File: src/rtl/uart_txrx_cfg.sv
// Parametrised full-duplex UART: valid/ready transmitter plus a mid-bit sampling receiver
// with a held receive word and sticky parity/framing/overrun flags.
module uart_txrx_cfg #(
  parameter int unsigned CLKS_PER_BIT = 5208,
  parameter int unsigned DATA_BITS    = 8,
  parameter int unsigned PARITY_EN    = 1,
  parameter int unsigned PARITY_ODD   = 0,
  parameter int unsigned STOP_BITS    = 1
) (
  input  logic                 clock,
  input  logic                 reset,
  input  logic [DATA_BITS-1:0] tx_data,
  input  logic                 tx_valid,
  output logic                 tx_ready,
  output logic                 tx,
  input  logic                 rx,
  output logic [DATA_BITS-1:0] rx_data,
  output logic                 rx_valid,
  input  logic                 rx_ack,
  output logic                 parity_err,
  output logic                 frame_err,
  output logic                 overrun,
  input  logic                 err_clr,
  output logic                 tx_busy
);

  localparam int unsigned CW = $clog2(CLKS_PER_BIT);
  localparam int unsigned IW = 4;
  localparam logic [CW-1:0] BIT_END  = CW'(CLKS_PER_BIT - 1);
  localparam logic [CW-1:0] HALF_END = CW'(CLKS_PER_BIT / 2 - 1);
  localparam logic [IW-1:0] DATA_END = IW'(DATA_BITS - 1);
  localparam logic [IW-1:0] STOP_END = IW'(STOP_BITS - 1);
  localparam logic          PAR_EN   = (PARITY_EN != 0);
  localparam logic          PAR_ODD  = (PARITY_ODD != 0);

  typedef enum logic [2:0] {S_IDLE, S_START, S_DATA, S_PARITY, S_STOP} state_e;

  function automatic logic parity_of(input logic [DATA_BITS-1:0] w);
    return (^w) ^ PAR_ODD;
  endfunction

  state_e                 tx_state_q, tx_state_d;
  logic [CW-1:0]          tx_cnt_q, tx_cnt_d;
  logic [IW-1:0]          tx_idx_q, tx_idx_d;
  logic [DATA_BITS-1:0]   tx_shift_q, tx_shift_d;
  logic                   tx_par_q, tx_par_d;
  logic                   tx_q, tx_d;
  logic                   tx_ready_q, tx_ready_d;

  // Transmitter next-state; the line level is computed from the next state so tx is a flop output.
  always_comb begin
    tx_state_d = tx_state_q;
    tx_cnt_d   = tx_cnt_q;
    tx_idx_d   = tx_idx_q;
    tx_shift_d = tx_shift_q;
    tx_par_d   = tx_par_q;
    case (tx_state_q)
      S_IDLE: begin
        if (tx_valid) begin
          tx_shift_d = tx_data;
          tx_par_d   = parity_of(tx_data);
          tx_state_d = S_START;
          tx_cnt_d   = CW'(0);
          tx_idx_d   = IW'(0);
        end else begin
          tx_state_d = S_IDLE;
        end
      end
      S_START: begin
        if (tx_cnt_q == BIT_END) begin
          tx_state_d = S_DATA;
          tx_cnt_d   = CW'(0);
          tx_idx_d   = IW'(0);
        end else begin
          tx_cnt_d = tx_cnt_q + CW'(1);
        end
      end
      S_DATA: begin
        if (tx_cnt_q == BIT_END) begin
          tx_cnt_d   = CW'(0);
          tx_shift_d = tx_shift_q >> 1;
          if (tx_idx_q == DATA_END) begin
            tx_idx_d   = IW'(0);
            tx_state_d = PAR_EN ? S_PARITY : S_STOP;
          end else begin
            tx_idx_d = tx_idx_q + IW'(1);
          end
        end else begin
          tx_cnt_d = tx_cnt_q + CW'(1);
        end
      end
      S_PARITY: begin
        if (tx_cnt_q == BIT_END) begin
          tx_state_d = S_STOP;
          tx_cnt_d   = CW'(0);
          tx_idx_d   = IW'(0);
        end else begin
          tx_cnt_d = tx_cnt_q + CW'(1);
        end
      end
      S_STOP: begin
        if (tx_cnt_q == BIT_END) begin
          tx_cnt_d = CW'(0);
          if (tx_idx_q == STOP_END) begin
            tx_idx_d   = IW'(0);
            tx_state_d = S_IDLE;
          end else begin
            tx_idx_d = tx_idx_q + IW'(1);
          end
        end else begin
          tx_cnt_d = tx_cnt_q + CW'(1);
        end
      end
      default: begin
        tx_state_d = S_IDLE;
        tx_cnt_d   = CW'(0);
        tx_idx_d   = IW'(0);
      end
    endcase
    case (tx_state_d)
      S_START:  tx_d = 1'b0;
      S_DATA:   tx_d = tx_shift_d[0];
      S_PARITY: tx_d = tx_par_d;
      default:  tx_d = 1'b1;
    endcase
    tx_ready_d = (tx_state_d == S_IDLE);
  end

  // Transmitter state register.
  always_ff @(posedge clock or posedge reset) begin
    if (reset) begin
      tx_state_q <= S_IDLE;
      tx_cnt_q   <= CW'(0);
      tx_idx_q   <= IW'(0);
      tx_shift_q <= DATA_BITS'(0);
      tx_par_q   <= 1'b0;
      tx_q       <= 1'b1;
      tx_ready_q <= 1'b1;
    end else begin
      tx_state_q <= tx_state_d;
      tx_cnt_q   <= tx_cnt_d;
      tx_idx_q   <= tx_idx_d;
      tx_shift_q <= tx_shift_d;
      tx_par_q   <= tx_par_d;
      tx_q       <= tx_d;
      tx_ready_q <= tx_ready_d;
    end
  end

  assign tx       = tx_q;
  assign tx_ready = tx_ready_q;
  assign tx_busy  = ~tx_ready_q;

  state_e                 rx_state_q, rx_state_d;
  logic [CW-1:0]          rx_cnt_q, rx_cnt_d;
  logic [IW-1:0]          rx_idx_q, rx_idx_d;
  logic [DATA_BITS-1:0]   rx_shift_q, rx_shift_d;
  logic                   rx_par_bad_q, rx_par_bad_d;
  logic                   rx_s1_q, rx_s2_q, rx_prev_q;
  logic [DATA_BITS-1:0]   rx_data_q, rx_data_d;
  logic                   rx_valid_q, rx_valid_d;
  logic                   parity_err_q, parity_err_d;
  logic                   frame_err_q, frame_err_d;
  logic                   overrun_q, overrun_d;
  logic                   rx_done_s;

  // Receiver next-state: start bit is re-checked at half a bit, later bits one bit period apart.
  always_comb begin
    rx_state_d   = rx_state_q;
    rx_cnt_d     = rx_cnt_q;
    rx_idx_d     = rx_idx_q;
    rx_shift_d   = rx_shift_q;
    rx_par_bad_d = rx_par_bad_q;
    rx_done_s    = 1'b0;
    case (rx_state_q)
      S_IDLE: begin
        if (rx_prev_q && !rx_s2_q) begin
          rx_state_d   = S_START;
          rx_cnt_d     = CW'(0);
          rx_idx_d     = IW'(0);
          rx_par_bad_d = 1'b0;
        end else begin
          rx_state_d = S_IDLE;
        end
      end
      S_START: begin
        if (rx_cnt_q == HALF_END) begin
          rx_cnt_d   = CW'(0);
          rx_state_d = rx_s2_q ? S_IDLE : S_DATA;
        end else begin
          rx_cnt_d = rx_cnt_q + CW'(1);
        end
      end
      S_DATA: begin
        if (rx_cnt_q == BIT_END) begin
          rx_cnt_d   = CW'(0);
          rx_shift_d = {rx_s2_q, rx_shift_q[DATA_BITS-1:1]};
          if (rx_idx_q == DATA_END) begin
            rx_idx_d   = IW'(0);
            rx_state_d = PAR_EN ? S_PARITY : S_STOP;
          end else begin
            rx_idx_d = rx_idx_q + IW'(1);
          end
        end else begin
          rx_cnt_d = rx_cnt_q + CW'(1);
        end
      end
      S_PARITY: begin
        if (rx_cnt_q == BIT_END) begin
          rx_cnt_d     = CW'(0);
          rx_state_d   = S_STOP;
          rx_par_bad_d = rx_s2_q ^ parity_of(rx_shift_q);
        end else begin
          rx_cnt_d = rx_cnt_q + CW'(1);
        end
      end
      S_STOP: begin
        if (rx_cnt_q == BIT_END) begin
          rx_cnt_d   = CW'(0);
          rx_state_d = S_IDLE;
          rx_done_s  = 1'b1;
        end else begin
          rx_cnt_d = rx_cnt_q + CW'(1);
        end
      end
      default: begin
        rx_state_d = S_IDLE;
        rx_cnt_d   = CW'(0);
        rx_idx_d   = IW'(0);
      end
    endcase
    rx_data_d    = rx_done_s ? rx_shift_q : rx_data_q;
    rx_valid_d   = rx_done_s ? 1'b1 : (rx_ack ? 1'b0 : rx_valid_q);
    frame_err_d  = (frame_err_q & ~err_clr) | (rx_done_s & ~rx_s2_q);
    parity_err_d = (parity_err_q & ~err_clr) | (rx_done_s & rx_par_bad_q);
    overrun_d    = (overrun_q & ~err_clr) | (rx_done_s & rx_valid_q & ~rx_ack);
  end

  // Receiver state, synchroniser and held result registers.
  always_ff @(posedge clock or posedge reset) begin
    if (reset) begin
      rx_state_q   <= S_IDLE;
      rx_cnt_q     <= CW'(0);
      rx_idx_q     <= IW'(0);
      rx_shift_q   <= DATA_BITS'(0);
      rx_par_bad_q <= 1'b0;
      rx_s1_q      <= 1'b1;
      rx_s2_q      <= 1'b1;
      rx_prev_q    <= 1'b1;
      rx_data_q    <= DATA_BITS'(0);
      rx_valid_q   <= 1'b0;
      parity_err_q <= 1'b0;
      frame_err_q  <= 1'b0;
      overrun_q    <= 1'b0;
    end else begin
      rx_state_q   <= rx_state_d;
      rx_cnt_q     <= rx_cnt_d;
      rx_idx_q     <= rx_idx_d;
      rx_shift_q   <= rx_shift_d;
      rx_par_bad_q <= rx_par_bad_d;
      rx_s1_q      <= rx;
      rx_s2_q      <= rx_s1_q;
      rx_prev_q    <= rx_s2_q;
      rx_data_q    <= rx_data_d;
      rx_valid_q   <= rx_valid_d;
      parity_err_q <= parity_err_d;
      frame_err_q  <= frame_err_d;
      overrun_q    <= overrun_d;
    end
  end

  assign rx_data    = rx_data_q;
  assign rx_valid   = rx_valid_q;
  assign parity_err = parity_err_q;
  assign frame_err  = frame_err_q;
  assign overrun    = overrun_q;

endmodule
File: config.mk
export PLATFORM = sky130hd
export DESIGN_NAME = uart_txrx_cfg
export DESIGN_NICKNAME = d
export VERILOG_FILES = /design/src/rtl/uart_txrx_cfg.sv
export SDC_FILE = /design/constraint.sdc
export NUM_CORES = 1
export LEC_CHECK = 0
export CORE_MARGIN = 8
export CORE_UTILIZATION = 55
export CTS_BUF_LIST = sky130_fd_sc_hd__clkbuf_4
export DETAILED_ROUTE_END_ITERATION = 12
export PLACE_DENSITY_LB_ADDON = 0.15
export SLEW_MARGIN = 25
export SYNTH_ARGS = -nofsm -noshare
export SYNTH_HDL_FRONTEND = slang
export SYNTH_SLANG_ARGS = --single-unit
File: constraint.sdc
create_clock -name clock -period 2.6 [get_ports clock]
set_clock_uncertainty 0.1 [all_clocks]
set_input_delay 0.39 -clock clock [delete_from_list [all_inputs] [get_ports clock]]
set_output_delay 0.39 -clock clock [all_outputs]
set_load 0.02 [all_outputs]
### Word level (Yosys, flattened, before mapping)

Index checks and enable logic that the tools add are counted.

* bits in registers: 75
* input bits: 14
* logic and storage cells: 135

* reductions and logical operators: 21
* equal/unequal tests: 26
* multiplexer cells: 47
* bitwise operators: 16
* add/subtract/negate cells: 4

Operators by type and width (count)
* $mux W13: 5
* $pmux W13 S3: 1
* $mux W4: 9
* $mux W3: 11
* $pmux W3 S5: 2
* $add A13 B1 Y13 const B: 2
* $eq A13 B13 Y1 const B: 2
* $pmux W13 S2: 1
* $eq A3 B2 Y1 const B: 6
* $ne A2 B2 Y1 const B: 9
* $mux W8: 2
* $pmux W4 S4: 1
* $pmux W8 S2: 1
* $reduce_xor A8 Y1: 2
* $eq A13 B12 Y1 const B: 1
* $pmux W4 S3: 1
* $mux W1: 10
* $eq A3 B1 Y1 const B: 3
* $logic_not A3 Y1: 3
* $reduce_and A3 Y1: 3
* $add A4 B1 Y4 const B: 2
* $eq A4 B3 Y1 const B: 2
* $and A1 B1 Y1: 7
* $eq A3 B3 Y1 const B: 2
* other kinds (17): 26

### Longest topological paths before layout

* word-level depth: 6
* depth in mapped cells: 7

### Least setup slack after synthesis

No wires, ideal clock.

* path type: reg-to-reg
* from: register rx_cnt_q[0]
* to: register rx_state_q[1]
* required time: 2.422 ns
* library setup time: 0.078 ns
* arrival: 2.173 ns
* stages on the path, launching flop included: 7
* setup slack: 0.249 ns
* buffers on the path: 0
* path through: dfrtp_1 > ha_1 > or3b_1 > nor4_4 > nor2_1 > or4_1 > a21oi_1

* word-level cells in the longest chain between the ends: 3

Ends and longest elaborated chain
* start, declared: line 155 `logic [CW-1:0] rx_cnt_q, rx_cnt_d;`
* start signal, assigned: line 257 `rx_cnt_q <= rx_cnt_d;`
* $eq A13 B13 Y1 / $eq A13 B12 Y1 (equally long branches)
* $ne A2 B2 Y1 (no line)
* $reduce_and A5 Y1 (no line) *
* end signal, assigned: line 256 `rx_state_q <= rx_state_d;`
* end, declared: line 154 `state_e rx_state_q, rx_state_d;`

Every way passes the cells marked *; elsewhere a longest branch is shown, timed or not.
A chain may end at the register's enable or synchronous reset.

### Worst setup path in the final report

* from: register tx_cnt_q[7]
* to: register tx_cnt_q[12]

* word-level cells in the longest chain between the ends: 3

Ends and longest elaborated chain
* start, declared: line 43 `logic [CW-1:0] tx_cnt_q, tx_cnt_d;`
* start signal, assigned: line 141 `tx_cnt_q <= tx_cnt_d;`
* $add A13 B1 Y13 / $eq A13 B13 Y1 (equally long branches)
* $mux W13 *
* $pmux W13 S2 *: line 57 `case (tx_state_q)`

Marked as above.

==> results_tabular.tex <==
\begin{tabular}{lr}
\hline
Metric & Value \\
\hline
\multicolumn{2}{l}{\textbf{Synthesis}} \\
\quad Largest family of logic cells by synthesized area & simple AND/OR/NAND/NOR gates \\
\quad Count of flip-flops with a built-in enable after synthesis & 0 \\
\quad Multiplexer share of the synthesized area & 5.28\% \\
\quad Flip-flop and latch count after synthesis & 75 \\
\quad Post-synthesis adder-cell area fraction & 1.63\% \\
\quad Prevailing post-synth register cell & dfrtp\_1 \\
\quad Dominant cells by area after synthesis & dfrtp\_1, mux2\_2, nand2\_1, xnor2\_1, dfstp\_2 \\
\quad Sequential fraction of the synthesis area & 49.1\% \\
\quad Post-synthesis share of cell area spent on and, or, nand and nor gates & 21.8\% \\
\quad Synth Net Count & 401 \\
\quad Most instantiated cells after synthesis & dfrtp\_1, nand2\_1, nor2\_1, mux2\_2, xnor2\_1 \\
\quad Xor and xnor area share after synthesis & 6.16\% \\
\quad Cell taking the most area after synthesis & dfrtp\_1 \\
\quad Count of synthesis-stage warnings from yosys & 0 \\
\quad Mapped Cells & 382 \\
\quad Post-synthesis async set-or-reset flop share & 100\% \\
\quad Share of the synthesized area in compound gates (AO/OA/AOI/OAI) & 13.1\% \\
\quad Synth unique cells & 53 \\
\quad Post-synthesis area per instance & 10.0 um\^{}2 \\
\quad Total standard cell area after synthesis & 3840 um\^{}2 \\
\quad Library cell with the highest instance count after synthesis & dfrtp\_1 \\
\quad Area share of the largest cell type after synthesis & 45.6\% \\
\multicolumn{2}{l}{\textbf{Layout}} \\
\quad Number of filler instances in the final layout & 552 \\
\quad Net count reported at finish & 435 \\
\quad Final std cells w/o fill & 501 \\
\quad Fraction of layout cells with a size suffix above 1 & 14.7\% \\
\quad Area delta synth->final & 13.7\% \\
\quad Diode insertion count for antenna repair & 0 \\
\multicolumn{2}{l}{\textbf{Floorplanning}} \\
\quad Core area & 6760 um\^{}2 \\
\quad Area of the die & 9910 um\^{}2 \\
\quad Num rows & 30 \\
\quad Effective utilization at floorplan & 56.8\% \\
\quad Die X-Extent & 99.5 um \\
\quad Vertical extent of the die & 99.5 um \\
\quad I/O Pins & 29 \\
\multicolumn{2}{l}{\textbf{Min path}} \\
\quad Hold WC Path Type & in -> async \\
\multicolumn{2}{l}{\textbf{Critical path}} \\
\quad Worst-path cell chain & or4b\_2 -> or3\_1 -> a21oi\_2 -> buf\_4 -> nor2\_1 \\
\quad CP Launch Type & flip-flop \\
\quad Crit-path max FO & 11 \\
\quad Arrival time at the worst endpoint & 2.64 ns \\
\quad Number of buffer and inverter instances along the worst setup path & 1 \\
\quad Kind of cell with the highest combined delay on the critical path & simple AND/OR/NAND/NOR gates \\
\quad Worst stage delay on the critical path & 0.73 ns \\
\quad Crit path capture type & flip-flop \\
\quad Worst Path Required & 2.81 ns \\
\quad Critical path class & reg -> reg \\
\quad Critical-path cell with the highest stage delay & or4b\_2 \\
\multicolumn{2}{l}{\textbf{Detailed routing}} \\
\quad Top routing layer in use & met4 \\
\quad Routed length on met3 & 208 um \\
\quad Number of vias after detailed routing & 2883 \\
\quad Via density & 5.75 \\
\quad Number of design rule violations left after detail routing & 0 \\
\quad Antenna-violating nets left & 0 \\
\quad Pre-Repair DR Iteration Count & 4 \\
\quad Total detailed-routing wirelength & 7410 um \\
\quad Met2 wire len & 3820 um \\
\quad Violation count after the first detailed-routing iteration & 115 \\
\quad WL met1 & 3320 um \\
\quad Final routed wire length divided by cell count & 14.8 um \\
\multicolumn{2}{l}{\textbf{Clocking}} \\
\quad Clock sinks & 75 \\
\quad Root Driver & clkbuf\_4 \\
\quad CTS hold repair buffers & 0 \\
\quad Post-CTS Setup Inserts & 0 \\
\quad Worst-skew pair later-pin latency & 0.43 ns \\
\quad Post-CTS Resized & 0 \\
\quad \# H-tree levels & 3 \\
\quad TritonCTS clock tree & done \\
\quad Clock-pin slew on the worst setup and hold paths & 0.14 ns \\
\quad Inserted Clock Buffers & 9 \\
\quad Number of buffers on the longest clock path & 2 \\
\multicolumn{2}{l}{\textbf{Pwr}} \\
\quad IR drop worst, VDD & 0.286 mV \\
\quad Power per standard cell area & 591 nW/um\^{}2 \\
\quad Leakage power & 2.00 nW \\
\multicolumn{2}{l}{\textbf{Global routing}} \\
\quad Global route overflow & 0 \\
\quad First-pass GRT wire length & 13000 um \\
\quad Largest net degree at the start of global routing & 76 \\
\quad Total routing usage reported by global routing & 15.9\% \\
\quad Number of antenna violations at the first check in global routing & 0 \\
\quad Vias in the first global route & 2902 \\
\multicolumn{2}{l}{\textbf{Timing}} \\
\quad Time the worst path needs with I/O delays and setup & 2.43 ns \\
\quad Maximum operating frequency & 0.412 GHz \\
\quad Worst rel slew slack & 70.3\% \\
\quad Post-route clock period utilization & 93.4\% \\
\quad Total negative slack for setup checks & 0 ns \\
\quad Final setup violation count & 0 \\
\quad Number of endpoints with negative hold slack in the final report & 0 \\
\quad RSZ-0062 raised after global routing & false \\
\quad Tightest Pin Transition & 0.439 ns \\
\quad Slew Viols, Final & 0 \\
\multicolumn{2}{l}{\textbf{Run}} \\
\quad Max-capacitance violation count & 0 \\
\multicolumn{2}{l}{\textbf{Place}} \\
\quad Weighted congestion at the end of routability-driven global placement & 0.812 \\
\quad Total placed cells including tap cells & 485 \\
\quad Estimated wirelength of the detail-placed design & 5170 um \\
\quad Port bufs & 28 \\
\multicolumn{2}{l}{\textbf{Run status}} \\
\quad Result of the run & completed \\
\hline
\end{tabular}
## kinds of logic (layout without fill, tap and decap cells)
group                      Yosys count  in the layout
AOI/OAI and AO/OA                   72             72
xor gates and xnor gates            27             27
adders and majority gates            5              5
buffers and inverters               29             68
DFF                                 75             75
muxes                               18             18
and+or+nand+nor                    156            156
## metrics by stage
| step | total power [mW] | worst slack, ns | hold slack, ns | area (um^2) | utilization [%] |
|---|---|---|---|---|---|
| finish | 2.58 | 0.171 | 0.240 | 4360 | 64.6 |
| global route | 2.74 | 0.0183 | 0.248 | 4360 | 64.6 |
| CTS | 2.60 | 0.143 | 0.251 | 4360 | 64.5 |
| detailed placement | 1.97 | 0.170 | 0.248 | 4240 | 62.8 |
| global placement | 1.95 | 0.202 | 0.246 | 4240 | 62.8 |
| floorplan | 1.81 | 0.208 | 0.245 | 3840 | - |
## per-layer routing
layer / GRT usage (%) / vias to the layer above
met5: 0 / -
met4: 4.07 / 0
met3: 5.10 / 6
met2: 27.6 / 42
met1: 18.5 / 1399
li1: - / 1436
## power by group
part	switching (mW)	internal, mW
sequential	0.160	1.29
combinational	0.285	0.221
clock	0.416	0.208
## tightest hold or removal path: stages
cell and delay, ns:
clkdlybuf4s50_1 0.41, inv_2 0.07, buf_12 0.32
## registers in the layout, summed over array words and instances, names as in the netlist, 3 cells and up
register and count:
rx_state_q 3, tx_cnt_q 13, rx_cnt_q 13, rx_shift_q 8, rx_idx_q 4, tx_shift_q 8
tx_state_q 3, tx_idx_q 4, rx_data 8
## layout by cell type (no fill, tap or decap), types with 3 or more instances in the layout
master,count
xor2_1,9
a21o_1,7
nand2b_1,5
o211ai_1,3
inv_1,13
or2_2,3
o22ai_1,13
and3_1,7
nor3_1,9
dfstp_2,5
and2_1,8
nor4_1,4
nor2_1,29
clkdlybuf4s50_1,28
nor2b_1,7
a21oi_1,6
nand2_1,44
mux2_2,18
nand3_1,10
dfrtp_1,70
buf_4,9
a22o_1,8
clkbuf_4,10
ha_1,5
o21ai_0,17
nand4_1,8
xnor2_1,18
o21a_1,4
## path summary, 6_finish.rpt
path | start | end | slack [ns] | depth (start not counted)
max in group asynchronous | reset | rx_s1_q$_DFF_PP1_ | 1.78 | 3
max reg2reg | tx_cnt_q[7]$_DFFE_PP0P_ | tx_cnt_q[12]$_DFFE_PP0P_ | 0.17 | 5
min | reset | parity_err$_DFF_PP0_ | 0.24 | 3
min in group clock | rx_s1_q$_DFF_PP1_ | rx_s2_q$_DFF_PP1_ | 0.25 | 0
min reg2reg | rx_s1_q$_DFF_PP1_ | rx_s2_q$_DFF_PP1_ | 0.25 | 0
max | tx_cnt_q[7]$_DFFE_PP0P_ | tx_cnt_q[12]$_DFFE_PP0P_ | 0.17 | 5
## layout make-up
type,instances,area [um^2],share of cell area (%)
clock inverters,6,41.3,0.947
flip-flops and latches,75,1880,43.2
clock buffers,10,75.1,1.72
repair buffers,38,368,8.43
inverters,14,52.6,1.20
multi-input cells,278,1840,42.2
well taps,80,100,2.29
Power figures use the tool's default switching activity.
